**config.mk**
```make
export PLATFORM = sky130hd
export DESIGN_NAME = mic_ram_writer_flat
export DESIGN_NICKNAME = d
export VERILOG_FILES = /design/src/rtl/mic_ram_writer_if.sv /design/src/rtl/mic_ram_writer.sv /design/src/flat_wrapper.sv
export SDC_FILE = /design/constraint.sdc
export NUM_CORES = 1
export LEC_CHECK = 0
export CAP_MARGIN = 15
export CORE_MARGIN = 5
export CORE_UTILIZATION = 47
export CTS_BUF_LIST = sky130_fd_sc_hd__clkbuf_4
export DETAILED_ROUTE_END_ITERATION = 10
export PLACE_DENSITY = 0.85
export RECOVER_POWER = 25
export SYNTH_ARGS = -nofsm -noshare
export SYNTH_HDL_FRONTEND = slang
export SYNTH_SLANG_ARGS = --single-unit
export TNS_END_PERCENT = 1
```
**constraint.sdc**
```tcl
create_clock -name clk_clk -period 3.3 [get_ports clk_clk]
set_clock_uncertainty 0.15 [all_clocks]
set_input_delay 0.66 -clock clk_clk [delete_from_list [all_inputs] [get_ports clk_clk]]
set_output_delay 0.66 -clock clk_clk [all_outputs]
set_load 0.02 [all_outputs]
```
**src/rtl/mic_ram_writer_if.sv**
```systemverilog
// Write-side bus toward the on-chip RAM slave port (ram_block_s2).
// The master drives the write strobes; readdata returns from the RAM slave.
interface mic_ram_writer_if #(
  parameter int ADDR_W = 10
);
  logic [ADDR_W-1:0] address;
  logic              chipselect;
  logic              clken;
  logic              write;
  logic [31:0]       writedata;
  logic [3:0]        byteenable;
  logic [31:0]       readdata;

  modport master (
    output address, chipselect, clken, write, writedata, byteenable,
    input  readdata
  );

  modport slave (
    input  address, chipselect, clken, write, writedata, byteenable,
    output readdata
  );
endinterface

```
**src/rtl/mic_ram_writer.sv**
```systemverilog
// Packs 16-bit mic samples two per word into a ping-pong RAM ring buffer, writes a
// header word {seq, drop_count} when a half fills, and hands that half to the Nios.
module mic_ram_writer #(
  parameter int ADDR_W   = 10,
  parameter int SAMPLE_W = 16
) (
  input  logic                clk_clk,
  input  logic                reset_reset_n,
  input  logic                enable,
  input  logic                smp_valid,
  input  logic [SAMPLE_W-1:0] smp_data,
  mic_ram_writer_if.master    ram,
  input  logic [1:0]          buf_release,
  output logic [1:0]          buf_full,
  output logic                half_done,
  output logic                half_idx,
  output logic                overrun,
  output logic [15:0]         drop_count
);

  localparam int OFF_W = ADDR_W - 1;
  localparam logic [OFF_W-1:0] OFF_FIRST = OFF_W'(1);
  localparam logic [OFF_W-1:0] OFF_LAST  = '1;

  typedef enum logic [1:0] {IDLE, FILL, HDR, OVR} state_t;

  state_t              state, next_state;
  logic                cur_half;
  logic [OFF_W-1:0]    offset;
  logic                pack_phase;
  logic [SAMPLE_W-1:0] low_q;
  logic [15:0]         seq;
  logic                data_wr, hdr_wr;
  logic                other_half;
  logic [OFF_W-1:0]    wr_off;
  logic                unused_readdata;

  assign unused_readdata = ^ram.readdata;
  assign other_half      = ~cur_half;

  always_ff @(posedge clk_clk or negedge reset_reset_n) begin
    if (!reset_reset_n) begin
      state <= IDLE;
    end else begin
      state <= next_state;
    end
  end

  // Bus outputs are combinational from state so an async reset silences them at once
  always_comb begin
    next_state     = state;
    data_wr        = 1'b0;
    hdr_wr         = 1'b0;
    half_done      = 1'b0;
    half_idx       = 1'b0;
    overrun        = 1'b0;
    wr_off         = offset;
    ram.address    = '0;
    ram.chipselect = 1'b0;
    ram.clken      = 1'b0;
    ram.write      = 1'b0;
    ram.writedata  = '0;
    ram.byteenable = '0;
    if (!enable) begin
      next_state = IDLE;
    end else begin
      unique case (state)
        IDLE: next_state = FILL;
        FILL: begin
          if (smp_valid && pack_phase) begin
            data_wr = 1'b1;
            if (offset == OFF_LAST) next_state = HDR;
          end
        end
        HDR: begin
          hdr_wr    = 1'b1;
          half_done = 1'b1;
          half_idx  = cur_half;
          wr_off    = '0;
          next_state = (buf_full[other_half] && !buf_release[other_half]) ? OVR : FILL;
        end
        OVR: begin
          overrun = 1'b1;
          if (buf_release[cur_half]) next_state = FILL;
        end
        default: next_state = IDLE;
      endcase
    end
    if (data_wr || hdr_wr) begin
      ram.address    = {cur_half, wr_off};
      ram.chipselect = 1'b1;
      ram.clken      = 1'b1;
      ram.write      = 1'b1;
      ram.byteenable = 4'hF;
      ram.writedata  = hdr_wr ? {seq, drop_count} : {smp_data, low_q};
    end
  end

  // Datapath: packing, offsets, header sequencing, ownership flags, drop accounting
  always_ff @(posedge clk_clk or negedge reset_reset_n) begin
    if (!reset_reset_n) begin
      cur_half   <= 1'b0;
      offset     <= OFF_FIRST;
      pack_phase <= 1'b0;
      low_q      <= '0;
      seq        <= '0;
      drop_count <= '0;
      buf_full   <= '0;
    end else begin
      buf_full <= (buf_full & ~buf_release) | (hdr_wr ? (2'b01 << cur_half) : 2'b00);
      if (!enable || state == IDLE) begin
        pack_phase <= 1'b0;
        offset     <= OFF_FIRST;
      end else begin
        unique case (state)
          FILL: begin
            if (smp_valid) begin
              if (!pack_phase) begin
                low_q      <= smp_data;
                pack_phase <= 1'b1;
              end else begin
                pack_phase <= 1'b0;
                offset     <= offset + OFF_W'(1);
              end
            end
          end
          HDR: begin
            seq      <= seq + 16'd1;
            cur_half <= ~cur_half;
            offset   <= OFF_FIRST;
            if (smp_valid) begin
              low_q      <= smp_data;
              pack_phase <= 1'b1;
            end
          end
          OVR: begin
            if (smp_valid && drop_count != 16'hFFFF) drop_count <= drop_count + 16'd1;
            if (buf_release[cur_half]) pack_phase <= 1'b0;
          end
          default: ;
        endcase
      end
    end
  end

endmodule

```
**src/flat_wrapper.sv**
```systemverilog
// flat-port wrapper written by rule: the top's interface ports become plain ports
module mic_ram_writer_flat 
#(
  parameter int ADDR_W   = 10,
  parameter int SAMPLE_W = 16
)
  (clk_clk, reset_reset_n, enable, smp_valid, smp_data, buf_release, buf_full, half_done, half_idx, overrun, drop_count, ram_address, ram_chipselect, ram_clken, ram_write, ram_writedata, ram_byteenable, ram_readdata);
  mic_ram_writer_if #(.ADDR_W(ADDR_W)) ram_i ();
  input  logic clk_clk;
  input  logic reset_reset_n;
  input  logic enable;
  input  logic smp_valid;
  input  logic [SAMPLE_W-1:0] smp_data;
  input  logic [1:0] buf_release;
  output logic [1:0] buf_full;
  output logic half_done;
  output logic half_idx;
  output logic overrun;
  output logic [15:0] drop_count;
  output wire logic [$bits(ram_i.address)-1:0] ram_address;
  output wire logic [$bits(ram_i.chipselect)-1:0] ram_chipselect;
  output wire logic [$bits(ram_i.clken)-1:0] ram_clken;
  output wire logic [$bits(ram_i.write)-1:0] ram_write;
  output wire logic [$bits(ram_i.writedata)-1:0] ram_writedata;
  output wire logic [$bits(ram_i.byteenable)-1:0] ram_byteenable;
  input wire logic [$bits(ram_i.readdata)-1:0] ram_readdata;
  assign ram_address = ram_i.address;
  assign ram_chipselect = ram_i.chipselect;
  assign ram_clken = ram_i.clken;
  assign ram_write = ram_i.write;
  assign ram_writedata = ram_i.writedata;
  assign ram_byteenable = ram_i.byteenable;
  assign ram_i.readdata = ram_readdata;
  mic_ram_writer #(.ADDR_W(ADDR_W), .SAMPLE_W(SAMPLE_W)) u_core (.clk_clk(clk_clk), .reset_reset_n(reset_reset_n), .enable(enable), .smp_valid(smp_valid), .smp_data(smp_data), .ram(ram_i), .buf_release(buf_release), .buf_full(buf_full), .half_done(half_done), .half_idx(half_idx), .overrun(overrun), .drop_count(drop_count));
endmodule
```
### Word-level counts from Yosys, hierarchy flattened

Cells that the tools add are included.

* flip-flop bits (word level): 63
* input bits: 54
* output and inout bits: 70
* logic and storage cells: 94

* reduce and logical (&&, ||, !) cells: 17
* $lt $le $gt $ge: 2
* equal/unequal tests: 15
* shifts and indexed selects: 1
* bitwise gates (word level): 5
* mux-type cells: 43
* $add $sub $neg: 3

Operators with widths (number)
* 32-bit two-way mux: 2
* 16-bit two-way mux: 3
* 9-bit two-way mux: 5
* 16-bit by 1-bit adder with 16-bit output, second input constant: 2
* 16-bit case mux with 2 select lines: 1
* 1-bit two-way mux: 21
* 9-bit case mux with 2 select lines: 1
* 16-bit != test, second input constant: 1
* 3-bit by 2-bit != test with 1-bit output, second input constant: 5
* 2-bit two-way mux: 6
* 10-bit two-way mux: 1
* 9-bit by 1-bit adder with 9-bit output, second input constant: 1
* 9-bit equality test, second input constant: 1
* 3-bit AND reduction: 3
* 2-bit case mux with 4 select lines: 1
* 2-bit != test, second input constant: 3
* 3-bit by 1-bit != test with 1-bit output, second input constant: 2
* 5-bit AND reduction: 1
* 2-bit equality test, second input constant: 2
* 1-bit by 2-bit < comparator with 1-bit output, second input constant: 2
* 4-bit two-way mux: 1
* 4-bit AND reduction: 1
* 4-bit nonzero test: 1
* 1-bit logical AND: 3
* 13 further kinds: 16

### Logic depth before layout (Yosys ltp)

Gate-level depths: netlist (run 1).

* word-level depth: 8
* mapped depth: 9
* depth with buffers taken out: 9

### Least setup slack after synthesis (run 1)

Ideal clock, no wire load.

* path kind: register to output
* start point: register u_core.state[0]
* end point: output ram_address[9]
* data arrival time: 2439 ps
* stages on the path, launching flop included: 8
* data required time: 2490 ps
* setup slack: 51 ps
* path through: dfrtp_1 -> inv_1 -> ha_1 -> buf_2 -> clkbuf_1 -> inv_1 -> a21boi_0 -> and2_1

* longest elaborated chain between the ends: 5

RTL lines
* start, declared: RTL line mic_ram_writer.sv:27 `state_t state, next_state;`
* start signal, assigned: RTL line mic_ram_writer.sv:45 `state <= next_state;`
* 2-bit by 1-bit equality test with 1-bit output or 2-bit equality test (tied branches): RTL line mic_ram_writer.sv:67 `unique case (state)`
* 1-bit two-way mux: RTL line mic_ram_writer.sv:67
* 1-bit two-way mux: RTL line mic_ram_writer.sv:64 `if (!enable) begin`
* 1-bit logical OR *: RTL line mic_ram_writer.sv:89 `if (data_wr || hdr_wr) begin`
* 10-bit two-way mux *: RTL line mic_ram_writer.sv:89
* end, declared: RTL line flat_wrapper.sv:20 `output wire logic [$bits(ram_i.address)-1:0] ram_address;`

Mark *: on every way between the ends. The rest lies on a longest branch, timed or not.

### Final worst setup path (run 1)

* start point: register u_core.state[0]
* end point: output ram_chipselect

* longest elaborated chain between the ends: 5

RTL lines
* 2-bit by 1-bit equality test with 1-bit output or 2-bit equality test (tied branches): RTL line mic_ram_writer.sv:67
* 1-bit two-way mux: RTL line mic_ram_writer.sv:67
* 1-bit two-way mux: RTL line mic_ram_writer.sv:64
* 1-bit logical OR *: RTL line mic_ram_writer.sv:89
* 1-bit two-way mux *: RTL line mic_ram_writer.sv:89
* end, declared: RTL line flat_wrapper.sv:21 `output wire logic [$bits(ram_i.chipselect)-1:0] ram_chipselect;`

Marks and branches as above.

==> impl_metrics.json, run 1 <==
{
  "cp.buffers_inverters": 4,
  "synthFlopType": "dfrtp_1",
  "crit_family": "buffers and inverters",
  "final_cell_mix": "dfrtp_1 (62), clkdlybuf4s50_1 (48), a22o_1 (31)",
  "path_common_cell": "inv_1",
  "slowest_delay_ns": 0.61,
  "synth_seq_cells": 63,
  "worstHoldStart": "u_core.seq[15]",
  "coreArea_um2": 7253,
  "topRoutingLayerUsed": "met4",
  "violations": "capacitance limit, slew limit",
  "status": "complete, but fails checks",
  "die_y_um": 96.51,
  "clkTransAtPathRegs_ns": 0.10,
  "wl_met2_um": 4539,
  "dpl.cell_count": 502,
  "syn_to_final_growth_pct": 32.94,
  "cp_max_fo": 7,
  "final_core_util_pct": 64.46,
  "worstSetupEndpointType": "primary output",
  "syn_area_per_cell_um2": 10.76,
  "syn_inst": 327,
  "cts_tree": "done",
  "htree_levels": 3,
  "path_cells": "inv_1 -> ha_2 -> inv_1 -> a21boi_1 -> buf_4 -> clkdlybuf4s50_1",
  "critical_path_class": "reg -> out",
  "routabilityCongestion": 0.8634,
  "cts_root_buffer": "clkbuf_4",
  "grtUsageTotal_pct": 19.95,
  "dr_wl_met3_um": 695,
  "worst_slew_pin_slew_ns": 1.530,
  "viasPerCell": 5.730,
  "rrSetupSlack_ns": 0.98,
  "setup_violations": 0,
  "synth_top_area_cell": "dfrtp_1",
  "syn_area_um2": 3517,
  "start_util_pct": 48.49,
  "ioPinCount": 124,
  "fin_crit_sh_pct": 96.01,
  "p_per_area_nw_per_um2": 437.8,
  "hpwl_um": 6539,
  "rsz0062_at_grt": "no",
  "min_to": "u_core.seq[15]",
  "overflow": 0,
  "peakVddDrop_mv": 0.1843,
  "synth_top_area_share_pct": 44.11,
  "r2r_cells": 6,
  "final_nets": 480,
  "hold_viol": 0,
  "dr_total_vias": 2991,
  "cts_sinks": 63,
  "die_area_um2": 9313,
  "arrival_ns": 2.36,
  "drive_gt1_share_pct": 15.17,
  "synth_fp_nets": 390,
  "worstReg2RegStart": "u_core.state[0]",
  "grt_pass1_vias": 2913,
  "grt_pass1_wl_um": 14260,
  "cts_made_buffers": 9,
  "synth_edf_count": 0,
  "ant_nets": 0,
  "grt_start_max_net_pins": 64,
  "stdcell_count": 522,
  "required_ns": 2.49,
  "dr.pass1.iters": 4,
  "cp_slowest_cell": "clkdlybuf4s50_1",
  "slew_headroom_pct": -2.010,
  "cts.path.max_buffers": 2,
  "max_freq_mhz": 315.6,
  "rows": 31,
  "rr_endpoint": "u_core.drop_count[8]",
  "antenna_found_initial": 1,
  "die_w_um": 96.51,
  "hold_buffers": 0,
  "synthTopCellsByArea": "dfrtp_1 (44%), a22o_1 (7.7%), mux2_2 (6.1%)",
  "io_buffers": 91,
  "ys_types": 55,
  "wl_met1_um": 3822,
  "final.fill_count": 575,
  "fin_crit_ns": 3.168,
  "layout_commonest_cell": "dfrtp_1",
  "wire_per_inst_um": 17.71,
  "whs_path_depth": 1,
  "drt-total-wl_um": 9247,
  "ys_warn_count": 0,
  "slew_viol_final": 64,
  "hold_class": "reg -> reg",
  "drt-initial-drc-count": 172,
  "start_kind": "register",
  "fin_setup_tns_ns": 0,
  "cap_violations": 1,
  "clkLatencyLatePin_ns": 0.41,
  "synthArstFlopShare_pct": 100.0,
  "drc": 0,
  "power_leakage_nw": 2.186,
  "ys_seq_area_share_pct": 44.86
}
-- timing repair --
item	in CTS	in global routing
pin swaps	0	1
gates cloned	0	2
setup buffers	0	1
resized for setup	44	19
setup endpoints to repair	49	47
-- cells by family after synthesis --
| kind of cell | count (synthesis) | synth area share, % |
|---|---|---|
| flip-flops | 63 | 44.86 |
| AND/OR/NAND/NOR | 102 | 18.07 |
| AO/OA/AOI/OAI | 72 | 15.23 |
| adder cells (fa/ha/maj) | 9 | 3.202 |
| buffers and inverters | 29 | 3.949 |
| multiplexers | 26 | 8.218 |
| XOR/XNOR | 26 | 6.475 |
-- cell usage after synthesis, types with 2 or more instances --
cell,instances
nor2_1,8
a31oi_1,2
xor2_1,14
nand2b_1,2
mux2i_1,6
o211ai_1,2
or4_1,2
mux2_2,19
o21ai_0,9
a22o_1,31
xnor2_1,12
ha_1,9
and3_1,13
inv_1,6
and2_1,13
a211oi_1,3
nand4_1,9
a21oi_1,14
nand3_1,12
clkbuf_1,11
nand2_1,18
nor3_1,2
buf_4,6
or4b_1,4
dfrtp_1,62
and4_1,4
buf_2,6
-- worst max path at each step --
stage                          startpoint           endpoint  cells after the start
after floorplan           u_core.state[0]     ram_address[9]                      7
final                     u_core.state[0]     ram_chipselect                      6
after global routing      u_core.state[0]     ram_chipselect                      6
after detailed placement        smp_valid  ram_writedata[22]                      6
after CTS                 u_core.state[1]  ram_writedata[22]                      7
after global placement          smp_valid  ram_writedata[15]                      6
-- cell type report --
cell class / count / area (um2) / area share [%]
antenna: 1 / 2.502 / 0.05352
clock buffer: 9 / 67.56 / 1.445
clock inverter: 7 / 63.81 / 1.365
inverter: 6 / 22.52 / 0.4817
multi-input combinational: 235 / 1827 / 39.07
sequential: 63 / 1578 / 33.74
tap: 99 / 123.9 / 2.649
timing repair buffer: 102 / 991.0 / 21.19
-- per-stage QoR --
stage | total power, mW | hold slack, ns | cell area (um2) | worst slack, ns
after floorplan | 1.348 | 0.2144 | 3517 | 0.05108
after global placement | 1.506 | 0.3132 | 4521 | -0.05503
after detailed placement | 1.536 | 0.3343 | 4521 | -0.08436
after CTS | 2.048 | 0.2696 | 4602 | 0.03274
after global routing | 2.166 | 0.3532 | 4676 | 0.03717
final | 2.047 | 0.3443 | 4676 | 0.1318
-- flip-flops by register name, summed over array words and instances, names as in the netlist --
signal and cells:
u_core.buf_full 2, u_core.cur_half 1, u_core.drop_count 16, u_core.low_q 16, u_core.offset 9, u_core.pack_phase 1
u_core.seq 16, u_core.state 2
-- worst register-to-register path, stage by stage (launching register included) --
cell and delay, ns:
dfrtp_1 0.48, inv_1 0.13, ha_1 0.25, nand4b_1 0.30, nor3_2 0.35, and3_1 0.23, mux2_2 0.33
-- report_power, final --
| group | leakage [nW] | internal (mW) | switching [mW] |
|---|---|---|---|
| logic | 1.27 | 0.253 | 0.252 |
| clock network | 0.0691 | 0.224 | 0.291 |
| registers | 0.842 | 0.908 | 0.119 |
-- per-layer routing --
layer	vias up	GRT usage, %
li1	1388	-
met1	1469	25.62
met2	118	32.70
met3	16	3.873
met4	0	8.879
met5	-	0
No activity file was read; power rests on OpenSTA's default activity.
==> inputs of run 2 (changes only) <==
--- a/config.mk
+++ b/config.mk
@@ -7,11 +7,12 @@
 export LEC_CHECK = 0
 export CAP_MARGIN = 15
 export CORE_MARGIN = 5
-export CORE_UTILIZATION = 47
+export CORE_UTILIZATION = 50
 export CTS_BUF_LIST = sky130_fd_sc_hd__clkbuf_4
 export DETAILED_ROUTE_END_ITERATION = 10
-export PLACE_DENSITY = 0.85
+export PLACE_DENSITY = 0.9
 export RECOVER_POWER = 25
+export SLEW_MARGIN = 10
 export SYNTH_ARGS = -nofsm -noshare
 export SYNTH_HDL_FRONTEND = slang
 export SYNTH_SLANG_ARGS = --single-unit
==> constraint.sdc (replaced) <==
create_clock -name clk_clk -period 4.01 [get_ports clk_clk]
set_clock_uncertainty 0.15 [all_clocks]
set_input_delay 0.802 -clock clk_clk [delete_from_list [all_inputs] [get_ports clk_clk]]
set_output_delay 0.802 -clock clk_clk [all_outputs]
set_load 0.02 [all_outputs]
==> run 2 against run 1 <==
  * Clock power shrank 1%
  * Critical path type unchanged
  * Final cell count shrank 1.3%
  * Critical path depth grew 1
  * Register-to-register slack gained 0.48 ns
  * Power shrank 13%
  * The flow still finishes with violations (capacitance limit, slew limit)
==> impl_metrics.json, run 2 (synthesis gave the netlist of run 1 again) <==
{
  "timing.hold.ws_ns": 0.3508,
  "start_kind": "register",
  "ant_nets": 0,
  "fin_crit_sh_pct": 96.11,
  "wire_per_inst_um": 18.24,
  "drt-initial-drc-count": 194,
  "hold_buffers": 0,
  "reg_top3": "u_core.drop_count: 16 flops, u_core.low_q: 16 flops, u_core.seq: 16 flops",
  "seqPwrFrac_pct": 47.6,
  "post_cts_resized": 0,
  "diodes": 0,
  "grt_pass1_wl_um": 15230,
  "die_area_um2": 8812,
  "switching_share_pct": 31.47,
  "dr_total_vias": 3015,
  "hold_class": "reg -> reg",
  "top_usage_layer": "met2",
  "coreArea_um2": 6832,
  "layout_commonest_cell": "clkdlybuf4s50_1",
  "syn_to_final_growth_pct": 33.01,
  "drc": 0,
  "clkLatencyLatePin_ns": 0.43,
  "ioPinCount": 124,
  "cts.path.max_buffers": 2,
  "status": "complete, but fails checks",
  "r2r_cells": 5,
  "drive_gt1_share_pct": 13.60,
  "rrSetupSlack_ns": 1.46,
  "clkTransAtPathRegs_ns": 0.10,
  "peakVddDrop_mv": 0.1854,
  "whs_path_depth": 1,
  "worstSetupEndpointType": "primary output",
  "final_cell_mix": "clkdlybuf4s50_1 (90), dfrtp_1 (62), a22o_1 (31)",
  "cts_root_buffer": "clkbuf_4",
  "grt_start_max_net_pins": 39,
  "fin_setup_tns_ns": 0,
  "setup_slack_ns": 0.1558,
  "worstHoldStart": "u_core.seq[15]",
  "grt_pass1_vias": 2932,
  "p_int_mw": 1.227,
  "slew_headroom_pct": -33.87,
  "combPwrFrac_pct": 23.9,
  "stdcell_count": 515,
  "grt_use_met3_pct": 6.651,
  "antenna_found_initial": 0,
  "violations": "capacitance limit, slew limit",
  "path_cells": "inv_1 -> ha_1 -> nand3_1 -> nor3b_4 -> buf_12 -> and2_1 -> clkdlybuf4s50_1",
  "overflow": 0,
  "fin_area_um2": 4678,
  "cts_tree": "done",
  "hpwl_um": 6827,
  "final_nets": 477,
  "start_util_pct": 51.48,
  "clkPwrFrac_pct": 28.5,
  "dpl.cell_count": 499,
  "worstReg2RegStart": "u_core.state[0]",
  "io_buffers": 91,
  "routabilityCongestion": 0.8592,
  "grtUsageTotal_pct": 22.29,
  "place_area_um2": 4517,
  "rows": 30,
  "rsz0062_at_grt": "no",
  "rr_endpoint": "u_core.low_q[9]",
  "cts_made_buffers": 9,
  "slew_viol_final": 39,
  "cap_violations": 1,
  "arrival_ns": 2.90,
  "p_sw_uw": 563.4,
  "met1_usage_pct": 28.46,
  "die_y_um": 93.87,
  "viasPerCell": 5.854,
  "postCtsSetupBuffers": 0,
  "place_ws_ns": 0.2827,
  "p_per_area_nw_per_um2": 382.7,
  "cp_slowest_cell": "clkdlybuf4s50_1",
  "required_ns": 3.06,
  "critical_path_class": "reg -> out",
  "setup_violations": 0,
  "power_leakage_nw": 2.026,
  "hold_viol": 0,
  "die_w_um": 93.87,
  "drt-total-wl_um": 9396,
  "dr.pass1.iters": 5,
  "grt_use_met2_pct": 35.90,
  "slowest_delay_ns": 0.64,
  "cts_sinks": 63,
  "max_freq_mhz": 259.5,
  "htree_levels": 3,
  "min_to": "u_core.seq[15]",
  "fin_crit_ns": 3.854,
  "worst_slew_pin_slew_ns": 2.008,
  "cp_max_fo": 35
}
==> run 2: cell types whose count changed in the layout (fill, tap and decap cells not counted), moves of 2 or more <==
| cell | change |
|---|---|
| clkdlybuf4s15_1 | -13 |
| clkdlybuf4s50_1 | +42 |
| clkbuf_4 | +3 |
| ha_1 | +2 |
| clkbuf_1 | +2 |
| clkinvlp_4 | -2 |
| dlygate4sd2_1 | -29 |
==> run 2: critical path: cells and delay by family (launching register included) <==
kind / cells / cell delay, ns
buffers and inverters: 3 / 1.03
DFF: 1 / 0.47
and+or+nand+nor: 3 / 0.67
adders and majority gates: 1 / 0.31
==> run 2: final cells by class <==
| type | instances | area (um2) |
|---|---|---|
| timing repair buffer | 99 | 985.9 |
| multi-input combinational | 235 | 1812 |
| fill | 521 | 2153 |
| tap | 96 | 120.1 |
| clock inverter | 4 | 70.07 |
| clock buffer | 12 | 90.09 |
| sequential | 63 | 1578 |
| inverter | 6 | 22.52 |
==> run 2: how the worst max path moves through the flow <==
stage / startpoint / end / slack [ns] / cells after the start
finish: u_core.state[1] / ram_address[5] / 0.16 / 7
global route: u_core.state[1] / ram_writedata[15] / 0.02 / 7
CTS: u_core.state[1] / ram_address[5] / 0.14 / 7
detailed placement: smp_valid / ram_writedata[22] / 0.28 / 6
global placement: smp_valid / ram_writedata[15] / 0.29 / 6
floorplan: u_core.state[0] / ram_address[9] / 0.62 / 7
==> run 2: stage by stage <==
step | total power [mW] | util (%)
finish | 1.790 | 68.48
global route | 1.884 | 68.48
CTS | 1.790 | 68.46
detailed placement | 1.280 | 66.12
global placement | 1.242 | 66.12
floorplan | 1.110 | -
==> run 2: per-layer routing <==
metal	vias to the layer above	wire [um]
met2	129	4827
met5	-	0
met1	1496	3818
li1	1375	-
met4	0	140
met3	15	610
==> run 2: power by group through the flow <==
stage,sequential (mW),clock [mW],combinational (mW)
2_1_floorplan,0.822,0,0.288
3_3_place_gp,0.850,0,0.392
3_5_place_dp,0.862,0,0.418
4_1_cts,0.848,0.513,0.428
5_1_grt,0.866,0.553,0.466
6_report,0.853,0.510,0.427
==> inputs of run 3 (changes only) <==
--- a/config.mk
+++ b/config.mk
@@ -10,6 +10,7 @@
 export CORE_UTILIZATION = 50
 export CTS_BUF_LIST = sky130_fd_sc_hd__clkbuf_4
 export DETAILED_ROUTE_END_ITERATION = 10
+export HOLD_SLACK_MARGIN = 0.08
 export PLACE_DENSITY = 0.9
 export RECOVER_POWER = 25
 export SLEW_MARGIN = 10
==> results of run 3 <==
Final layout, timing and power as in run 2 (identical DEF).
